### config.mk
export PLATFORM = sky130hd
export DESIGN_NAME = dpcm_channel_arbiter
export DESIGN_NICKNAME = d
export VERILOG_FILES = /design/src/rtl/dpcm_channel_arbiter.sv
export SDC_FILE = /design/constraint.sdc
export NUM_CORES = 1
export LEC_CHECK = 0
export CAP_MARGIN = 20
export CORE_UTILIZATION = 49
export DETAILED_ROUTE_END_ITERATION = 16
export MAX_ROUTING_LAYER = met4
export PLACE_DENSITY = 0.78
export SLEW_MARGIN = 20
export SYNTH_ARGS = -nofsm -noshare
export SYNTH_HDL_FRONTEND = slang
export SYNTH_SLANG_ARGS = --single-unit
### constraint.sdc
create_clock -name clk -period 3.5 [get_ports clk]
set_clock_uncertainty 0.15 [all_clocks]
set_input_delay 0.35 -clock clk [delete_from_list [all_inputs] [get_ports clk]]
set_output_delay 0.35 -clock clk [all_outputs]
set_load 0.005 [all_outputs]
### src/rtl/dpcm_channel_arbiter.sv
// Round-robin arbiter sharing one |x - prev| saturating DPCM engine across NCH channels.
// Each channel keeps its own history; results are tagged with the producing channel.
module dpcm_channel_arbiter #(
    parameter int NCH = 4,
    parameter int W   = 8,
    parameter int SAT = 200
) (
    input  logic                     clk,
    input  logic                     rst,
    input  logic [NCH-1:0]           in_valid,
    input  logic [NCH*W-1:0]         in_data,
    output logic [NCH-1:0]           in_ready,
    input  logic [NCH-1:0]           clr_hist,
    output logic                     out_valid,
    input  logic                     out_ready,
    output logic [W-1:0]             out_data,
    output logic [$clog2(NCH)-1:0]   out_chan,
    output logic                     busy
);

    localparam int CW = $clog2(NCH);
    localparam logic [W-1:0] SAT_W = W'(SAT);

    typedef enum logic [1:0] {IDLE, CALC, OUT} state_t;

    state_t         state_q, state_d;
    logic [CW-1:0]  rr_ptr_q, rr_ptr_d;
    logic [CW-1:0]  cur_chan_q, cur_chan_d;
    logic [CW-1:0]  out_chan_q, out_chan_d;
    logic [W-1:0]   cur_data_q, cur_data_d;
    logic [W-1:0]   out_data_q, out_data_d;
    logic           out_valid_q, out_valid_d;
    logic [W-1:0]   hist_q [NCH];
    logic [W-1:0]   hist_d [NCH];

    logic [CW-1:0]  grant;
    logic           grant_found;
    logic [W-1:0]   hist_sel;
    logic [W-1:0]   diff;

    // Scan offsets from the far end so the channel nearest rr_ptr wins.
    always_comb begin
        grant       = '0;
        grant_found = 1'b0;
        for (int k = NCH - 1; k >= 0; k--) begin
            if (in_valid[(int'(rr_ptr_q) + k) % NCH]) begin
                grant       = CW'((int'(rr_ptr_q) + k) % NCH);
                grant_found = 1'b1;
            end
        end
    end

    assign hist_sel = hist_q[cur_chan_q];
    assign diff     = (cur_data_q >= hist_sel) ? (cur_data_q - hist_sel) : (hist_sel - cur_data_q);

    always_comb begin
        state_d     = state_q;
        rr_ptr_d    = rr_ptr_q;
        cur_chan_d  = cur_chan_q;
        cur_data_d  = cur_data_q;
        out_chan_d  = out_chan_q;
        out_data_d  = out_data_q;
        out_valid_d = out_valid_q;
        hist_d      = hist_q;
        in_ready    = '0;

        case (state_q)
            IDLE: begin
                if (grant_found) begin
                    in_ready[grant] = 1'b1;
                    cur_data_d      = in_data[grant*W +: W];
                    cur_chan_d      = grant;
                    rr_ptr_d        = (grant == CW'(NCH - 1)) ? '0 : grant + 1'b1;
                    state_d         = CALC;
                end
            end
            CALC: begin
                out_data_d          = (diff > SAT_W) ? SAT_W : diff;
                out_chan_d          = cur_chan_q;
                out_valid_d         = 1'b1;
                hist_d[cur_chan_q]  = cur_data_q;
                state_d             = OUT;
            end
            OUT: begin
                if (out_ready) begin
                    out_valid_d = 1'b0;
                    state_d     = IDLE;
                end
            end
            default: state_d = IDLE;
        endcase

        // A clear landing on the same edge as the CALC write takes priority.
        for (int i = 0; i < NCH; i++) begin
            if (clr_hist[i]) begin
                hist_d[i] = '0;
            end
        end
    end

    always_ff @(posedge clk or posedge rst) begin
        if (rst) begin
            state_q     <= IDLE;
            rr_ptr_q    <= '0;
            cur_chan_q  <= '0;
            cur_data_q  <= '0;
            out_chan_q  <= '0;
            out_data_q  <= '0;
            out_valid_q <= 1'b0;
            for (int i = 0; i < NCH; i++) begin
                hist_q[i] <= '0;
            end
        end else begin
            state_q     <= state_d;
            rr_ptr_q    <= rr_ptr_d;
            cur_chan_q  <= cur_chan_d;
            cur_data_q  <= cur_data_d;
            out_chan_q  <= out_chan_d;
            out_data_q  <= out_data_d;
            out_valid_q <= out_valid_d;
            for (int i = 0; i < NCH; i++) begin
                hist_q[i] <= hist_d[i];
            end
        end
    end

    assign out_valid = out_valid_q;
    assign out_data  = out_data_q;
    assign out_chan  = out_chan_q;
    assign busy      = (state_q != IDLE);

endmodule

; ---- Yosys cells after proc, flatten, opt, wreduce, memory -nomap -nowiden
; Index checks and enable logic that the tools add are counted.
; Widths: inputs -> output; s select.
[classes]
add_sub_neg = 6
reduce_logical = 15
n_shift = 1
n_eq_ne = 5
muxes = 42
order_cmp = 10
bitwise = 4
[ops]
columns = operator, n
row1 = $mux 8, 9
row2 = $bwmux 32, 1
row3 = $mux 32, 1
row4 = $shiftx 32x6->8, 1
row5 = $bmux 8 s2, 1
row6 = $demux 8 s2, 1
row7 = $sub 8x8->8, 2
row8 = $mux 2, 7
row9 = $mux 1, 13
row10 = $lt 3x4->1 const B, 3
row11 = $reduce_bool 2->1, 6
row12 = $bmux 1 s2, 4
row13 = $ge 8x8->1, 1
row14 = $gt 8x8->1 const B, 1
row15 = $mux 4, 2
row16 = $lt 2x3->1 const B, 2
row17 = $pmux 2 s3, 1
row18 = $reduce_and 2->1, 3
row19 = $reduce_or 2->1, 3
row20 = $add 2x1->2 const B, 2
row21 = $add 2x2->2 const B, 2
row22 = $eq 2x2->1 const B, 2
row23 = $ne 2x2->1 const B, 2
row24 = $and 1x1->1 const A, 3
row25 = other kinds (9), 10
[totals]
word_cells = 94
ff_bits = 57
out_inout_bits = 16
inputBits = 43

; ---- Longest topological paths before layout
; Gate-level depths: netlist of the first run.
[depth]
ltp_word = 16
mapped_depth = 12
mapped_depth_nobuf = 10

; ---- Worst setup path before layout of the first run
; Ideal clock, no wire load.
[synth_timing]
kind = flip-flop to flip-flop
startpoint = register cur_chan_q[0]
endpoint = register out_data_q[2] (netlist: out_data[2])
arrival_ps = 3351
synth_period_minus_slack_ps = 3597
setup_time_ps = 96
slack_ps = -97
required_ps = 3254
path_stages_with_launch = 12
n_path_buf = 3
cell_sequence = dfrtp_1 > clkbuf_1 > buf_2 > mux4_2 > ha_1 > buf_4 > and3_4 > a311oi_4 > mux2i_1 > xor2_2 > nand3_2 > a311oi_2
[synth_via]
elab_chain_cells = 8
elab_cells_between_ends = 10
classes_between = 2 x add/sub / 2 x order compare / 5 x mux / 1 x bitwise
[synth_rtl]
columns = item, line
row1 = start: declaration, 28  ; logic [CW-1:0] cur_chan_q, cur_chan_d;
row2 = start signal: assignment, 116  ; cur_chan_q <= cur_chan_d;
row3 = $not 2->3 (not written as such) *, 53  ; assign hist_sel = hist_q[cur_chan_q];
row4 = $bmux 8 s2 *, 53
row5 = $mux 8 (not written as such) * (2 in series), 53
row6 = $sub 8x8->8 or $ge 8x8->1 (tied branches), 54  ; assign diff = (cur_data_q >= hist_sel) ? (cur_data_q - hist_sel) : (hist_sel - cur_data_q);
row7 = $mux 8 *, 54
row8 = $gt 8x8->1, 78  ; out_data_d = (diff > SAT_W) ? SAT_W : diff;
row9 = $mux 8 *, 78
row10 = end signal: assignment, 119  ; out_data_q <= out_data_d;
row11 = end: declaration, 31  ; logic [W-1:0] out_data_q, out_data_d;
; Mark *: on every way between the ends. The rest lies on a longest branch, timed or not. The select of a mux whose other input is x is not followed.
; A chain may end at the register's enable or synchronous reset.

; ---- Final worst setup path of the first run
; Same ends and word-level chain as after synthesis.

==> results of run 1 <==
==> state kept, by name (all words and copies together) (netlist names) <==
register / flops
hist_q: 32
cur_data_q: 8
out_data: 8
cur_chan_q: 2
out_chan: 2
rr_ptr_q: 2
state_q: 2
out_valid: 1
==> synth_stat cells, types with 2 or more instances <==
| library cell | count |
|---|---|
| a211oi_1 | 10 |
| a21o_1 | 3 |
| a21oi_1 | 25 |
| a221o_1 | 2 |
| a311o_1 | 7 |
| a311oi_1 | 2 |
| a31oi_1 | 3 |
| and2_1 | 12 |
| buf_1 | 5 |
| clkbuf_1 | 13 |
| dfrtp_1 | 57 |
| fa_1 | 2 |
| ha_1 | 20 |
| inv_1 | 22 |
| mux2i_1 | 23 |
| mux4_2 | 8 |
| nand2_1 | 68 |
| nand2b_1 | 2 |
| nand3_1 | 2 |
| nor2_1 | 25 |
| nor2b_1 | 2 |
| o21ai_0 | 9 |
| o21ai_1 | 12 |
| o22ai_1 | 2 |
| o31ai_1 | 3 |
| xnor2_2 | 3 |
| xor2_1 | 2 |
==> cell type report <==
class                   instances  area share
multi-input cells             268       0.430
inverters                      23      0.0191
flip-flops and latches         57       0.316
clock inverters                 6      0.0202
clock buffers                  10      0.0283
repair buffers                 77       0.160
well taps                      96      0.0266
==> how the worst max path moves through the flow <==
stage	depth (start not counted)	to
2_1_floorplan	11	out_data[2]
3_3_place_gp	10	out_data[2]
3_5_place_dp	10	out_data[2]
4_1_cts	9	out_data[2]
5_1_grt	11	out_data[2]
6_report	11	out_data[2]
==> worst max-delay path: stages, from the launching register on <==
cell      delay, ns
dfrtp_2        0.44
buf_4          0.14
mux4_2         0.51
ha_1           0.37
buf_4          0.19
a21oi_1        0.14
o21ai_0        0.15
a221o_1        0.35
mux2_4         0.27
xnor2_2        0.19
nor2_2         0.10
a311oi_2       0.27
==> timing repair <==
| item | CTS | global route |
|---|---|---|
| setup endpoints to repair | 1 | 4 |
| pin swaps | 0 | 2 |
| resized for setup | 1 | 1 |
| setup buffers | 0 | 5 |
==> per-layer routing <==
metal,routed length [um],vias to the layer above,global-route usage
met2,4160,107,0.402
li1,-,1419,-
met1,3520,1433,0.300
met4,193,0,0.0999
met5,0,-,-
met3,570,19,0.0616
==> stage by stage <==
| stage | worst slack (ns) | utilization | cells |
|---|---|---|---|
| 6_report | 0.118 | 0.654 | 537 |
| 5_1_grt | -0.0112 | 0.654 | 537 |
| 4_1_cts | 0.0503 | 0.648 | 532 |
| 3_5_place_dp | -0.0488 | 0.616 | 516 |
| 3_3_place_gp | 0.0791 | 0.616 | 516 |
| 2_1_floorplan | 0.0981 | - | 370 |
==> cells by family (layout without fill, tap and decap cells) <==
logic type | Yosys count | in the layout | synth area share
AND/OR/NAND/NOR | 120 | 120 | 0.148
AO/OA/AOI/OAI | 87 | 87 | 0.171
flip-flops | 57 | 57 | 0.402
buffers and inverters | 45 | 116 | 0.0515
multiplexers | 33 | 33 | 0.123
adder cells (fa/ha/maj) | 22 | 22 | 0.0818
XOR/XNOR | 6 | 6 | 0.0233
==> power by group through the flow <==
stage | Sequential [mW] | Clock (mW) | Combinational (mW)
2_1_floorplan | 0.996 | 0 | 1.69
3_5_place_dp | 1.09 | 0 | 2.25
6_report | 1.08 | 0.692 | 2.34
3_3_place_gp | 1.09 | 0 | 2.17
5_1_grt | 1.11 | 0.731 | 2.58
4_1_cts | 1.09 | 0.700 | 2.26
==> cell usage in the layout, fill, tap and decap left out, types with 8 or more instances in the layout <==
cell type and count:
o21ai_0 9, clkdlybuf4s50_1 58, o21ai_1 12, mux2i_1 23
inv_1 21, dfrtp_1 56, mux4_2 8, and2_1 12
clkbuf_8 9, nand2_1 68, a21oi_1 25, a211oi_1 10
buf_4 18, nor2_1 25, ha_1 19
==> flow_metrics.env, run 1 <==
export IMPL_n_antenna_cell=0
export IMPL_holdCritStartpoint="out_chan[1]"
export IMPL_slew_viol_final=0
export IMPL_insertion_delay_ns=0.35
export IMPL_finalCriticalPeriod_ns=3.38
export IMPL_cts_tree="yes"
export IMPL_place_area_um2=4260
export IMPL_dieWidth_um=87.1
export IMPL_hpwl_um=6330
export IMPL_maxCapViolations=0
export IMPL_drc_errors=0
export IMPL_seqPwrFrac=0.263
export IMPL_whs_endpoint="out_chan[1]"
export IMPL_p_comb_frac=0.569
export IMPL_synth_top_cell_area_share=0.402
export IMPL_postCtsHoldBufs=0
export IMPL_crit_path_end_kind="register"
export IMPL_cts_root_buf="clkbuf_8"
export IMPL_path_clk_slew_ns=0.07
export IMPL_synth_seq_area_share=0.402
export IMPL_clkPwrFrac=0.168
export IMPL_async_flop_share=1.00
export IMPL_max_freq_mhz=296
export IMPL_setup_tns_ns=0
export IMPL_clockBufferDepth=2
export IMPL_final_hold_viol_count=0
export IMPL_htree_levels=3
export IMPL_max_vdd_ir_drop_mv=0.337
export IMPL_worst_pin_slew_ns=0.890
export IMPL_multi_input_area_um2=1940
export IMPL_synthTopCellsByArea="dfrtp_1 40%, nand2_1 7.2%, ha_1 7.1%, mux2i_1 6.5%, mux4_2 5.1%"
export IMPL_crit_start="cur_chan_q[0]"
export IMPL_stdcell_area_um2=4520
export IMPL_die_h_um=87.1
export IMPL_synth_avg_cell_area_um2=9.59
export IMPL_grtUsageTotal=0.249
export IMPL_rr_endpoint="out_data[2]"
export IMPL_worstSetupPathType="register to register"
export IMPL_grt_antenna_before_repair=0
export IMPL_hp_class="register to register"
export IMPL_grt_max_degree=44
export IMPL_netlist_area_um2=3550
export IMPL_p_sw_mw=1.73
export IMPL_synth_top_flop_cell="dfrtp_1"
export IMPL_num_vias=2978
export IMPL_final_fill_count=542
export IMPL_syn_num_nets=435
export IMPL_synth_top_area_cell="dfrtp_1"
export IMPL_holdWs_ns=0.323
export IMPL_ys_warn_count=0
export IMPL_worstHoldPathCells=2
export IMPL_fin_nets=501
export IMPL_wl_per_cell_um=15.7
export IMPL_rows=30
export IMPL_dr_pass1_iters=5
export IMPL_r2r_slack_ns=0.12
export IMPL_rr_worst_depth=11
export IMPL_die_area_um2=7590
export IMPL_core_area_um2=6910
export IMPL_power_density_nw_per_um2=911
export IMPL_via_per_inst=5.55
export IMPL_synthCells=370
export IMPL_area_delta_synth_final_pct=27.3
export IMPL_grt_pass1_wl_um=13700
export IMPL_clock_sinks=57
export IMPL_start_kind="register"
export IMPL_drt_total_wl_um=8440
export IMPL_synth_cell_types=53
export IMPL_drtAntennaViolNets=0
export IMPL_p_leak_nw=1.93
export IMPL_overflow=0
export IMPL_ys_seq_elements=57
export IMPL_final_layout_size_suffix_gt1_frac=0.141
export IMPL_initial_utilization=0.514
export IMPL_seqCellArea_um2=1430
export IMPL_cts_buffers=9
export IMPL_port_buffers=58
export IMPL_internal_power_mw=2.38
export IMPL_slew_headroom=0.402
export IMPL_switching_share=0.421
export IMPL_r2r_start="cur_chan_q[0]"
export IMPL_cp_max_fo=6
export IMPL_drt_iter0_drc=151
export IMPL_finalPower_mw=4.11
export IMPL_grt_pass1_vias=2836
export IMPL_outcome="finished, final reports clean"
export IMPL_setup_viol=0
export IMPL_cp_arrival_ns=3.48
export IMPL_globalplace_congestion=0.913
export IMPL_synth_edf_count=0
export IMPL_num_io_pins=59
export IMPL_crit_required_ns=3.60
export IMPL_min_period_over_period=0.966
(Power assumes the default switching activity.)
==> inputs of run 2 (changes only) <==
--- a/config.mk
+++ b/config.mk
@@ -8,9 +8,11 @@
 export CAP_MARGIN = 20
 export CORE_UTILIZATION = 49
 export DETAILED_ROUTE_END_ITERATION = 16
+export GPL_TIMING_DRIVEN = 0
 export MAX_ROUTING_LAYER = met4
 export PLACE_DENSITY = 0.78
 export SLEW_MARGIN = 20
 export SYNTH_ARGS = -nofsm -noshare
 export SYNTH_HDL_FRONTEND = slang
 export SYNTH_SLANG_ARGS = --single-unit
+export TNS_END_PERCENT = 1
==> run 2 against run 1 <==
- clock power is 12% lower
- wire length is 5.6% higher
- via count is 1.6% higher
- non-clock buffer count is 10 higher
- critical path type unchanged
- critical endpoint unchanged
==> flow_metrics.env, run 2 (synthesis gave the netlist of run 1 again) <==
export IMPL_fin_util=0.670
export IMPL_drtAntennaViolNets=0
export IMPL_grt_pass1_wl_um=13800
export IMPL_cts_root_buf="clkbuf_8"
export IMPL_multi_input_area_um2=2030
export IMPL_die_h_um=87.1
export IMPL_cp_max_fo=9
export IMPL_stdcell_area_um2=4630
export IMPL_clockBufferDepth=2
export IMPL_grt_pass1_vias=2834
export IMPL_num_io_pins=59
export IMPL_globalplace_congestion=0.886
export IMPL_grtUsageTotal=0.248
export IMPL_n_antenna_cell=0
export IMPL_fin_nets=511
export IMPL_cts_buffers=9
export IMPL_postCtsHoldBufs=0
export IMPL_setup_viol=0
export IMPL_finalPower_mw=4.33
export IMPL_largest_reg_flops=32
export IMPL_worstSetupPathType="register to register"
export IMPL_dp_slack_ns=-0.342
export IMPL_num_vias=3027
export IMPL_port_buffers=54
export IMPL_dr_pass1_iters=5
export IMPL_slew_headroom=0.373
export IMPL_htree_levels=3
export IMPL_final_layout_size_suffix_gt1_frac=0.153
export IMPL_grt_max_degree=58
export IMPL_crit_path_end_kind="register"
export IMPL_final_common_cell="nand2_1"
export IMPL_wl_per_cell_um=16.3
export IMPL_drt_iter0_drc=207
export IMPL_path_clk_slew_ns=0.07
export IMPL_insertion_delay_ns=0.34
export IMPL_layout_common_cells="68 x nand2_1, 57 x dfrtp_1, 54 x clkdlybuf4s50_1, 25 x nor2_1, 25 x a21oi_1"
export IMPL_max_freq_mhz=290
export IMPL_finalCriticalPeriod_ns=3.44
export IMPL_overflow=0
export IMPL_maxCapViolations=0
export IMPL_slew_viol_final=0
export IMPL_setup_ws_ns=0.0568
export IMPL_core_area_um2=6910
export IMPL_p_leak_nw=1.94
export IMPL_drt_total_wl_um=8910
export IMPL_hpwl_um=6420
export IMPL_cp_arrival_ns=3.54
export IMPL_area_delta_synth_final_pct=30.5
export IMPL_hp_class="input pin to register"
export IMPL_worst_pin_slew_ns=0.933
export IMPL_grt_antenna_before_repair=0
export IMPL_drc_errors=0
export IMPL_start_kind="register"
export IMPL_largest_register="hist_q"
export IMPL_place_area_um2=4220
export IMPL_clock_sinks=57
export IMPL_die_area_um2=7590
export IMPL_outcome="finished, final reports clean"
export IMPL_final_hold_viol_count=0
export IMPL_min_period_over_period=0.984
export IMPL_initial_utilization=0.514
export IMPL_crit_required_ns=3.60
export IMPL_via_per_inst=5.54
export IMPL_final_fill_count=597
export IMPL_rsz0062_at_grt="yes"
export IMPL_rows=30
export IMPL_max_vdd_ir_drop_mv=0.441
export IMPL_dieWidth_um=87.1
export IMPL_setup_tns_ns=0
export IMPL_cts_tree="yes"
export IMPL_power_density_nw_per_um2=936
export IMPL_seqCellArea_um2=1430
==> run 2: changes by cell type in the layout (fill, tap and decap cells not counted), sizes merged, moves of 2 or more <==
cell and change:
clkinvlp -2, clkdlybuf4s50 -4, buf +2, clkinv +3, clkbuf +12
==> run 2: final cells by class <==
type                            instances  area share
Inverter                               23      0.0192
Sequential cell                        57       0.308
Clock buffer                           10      0.0297
Buffer                                 21      0.0270
Multi-Input combinational cell        268       0.438
Clock inverter                          5      0.0122
Tap cell                               96      0.0259
Timing Repair Buffer                   66       0.140
==> run 2: final timing paths <==
kind,startpoint,endpoint,slack [ns],depth (start not counted)
max,cur_chan_q[0],out_data[2],0.06,13
min,clr_hist[2],hist_q[8],0.22,2
max reg2reg,cur_chan_q[0],out_data[2],0.06,13
min reg2reg,out_data[5],out_data[5],0.33,2
max in group asynchronous,rst,rr_ptr_q[0],2.40,2
min in group asynchronous,rst,out_data[5],0.34,2
==> run 2: timing repair <==
item,CTS,global route
pin swaps,1,6
buffers inserted,3,8
setup endpoints to repair,11,8
gates resized for setup,10,17
cloned,0,1
==> run 2: routing by layer <==
| layer | track usage | vias to the layer above | share of wire |
|---|---|---|---|
| li1 | - | 1439 | - |
| met1 | 0.316 | 1479 | 0.44 |
| met2 | 0.396 | 99 | 0.51 |
| met3 | 0.0597 | 10 | 0.043 |
| met4 | 0.0715 | 0 | 0.0098 |
| met5 | - | - | 0 |
==> run 2: worst max-delay path, stage by stage, from the launching register on <==
cell and delay, ns:
dfrtp_1 0.37, buf_6 0.14, buf_4 0.11, mux4_2 0.54
ha_4 0.24, buf_6 0.14, a21oi_4 0.12, o211ai_2 0.14
a311oi_4 0.36, buf_4 0.20, mux2_4 0.33, xnor2_4 0.22
nor2_4 0.07, a311oi_2 0.23
==> run 2: through the flow <==
step                      hold slack (ns)  cells
after floorplan                     0.307    370
after global placement              0.310    520
after detailed placement            0.322    520
after CTS                           0.213    537
after global routing                0.230    546
final                               0.218    546
==> run 2: power breakdown <==
part	total [mW]	switching (mW)	leakage [nW]	internal, mW
Sequential	1.05	0.204	0.750	0.851
Clock	0.610	0.268	0.0981	0.342
Combinational	2.67	1.37	1.09	1.29
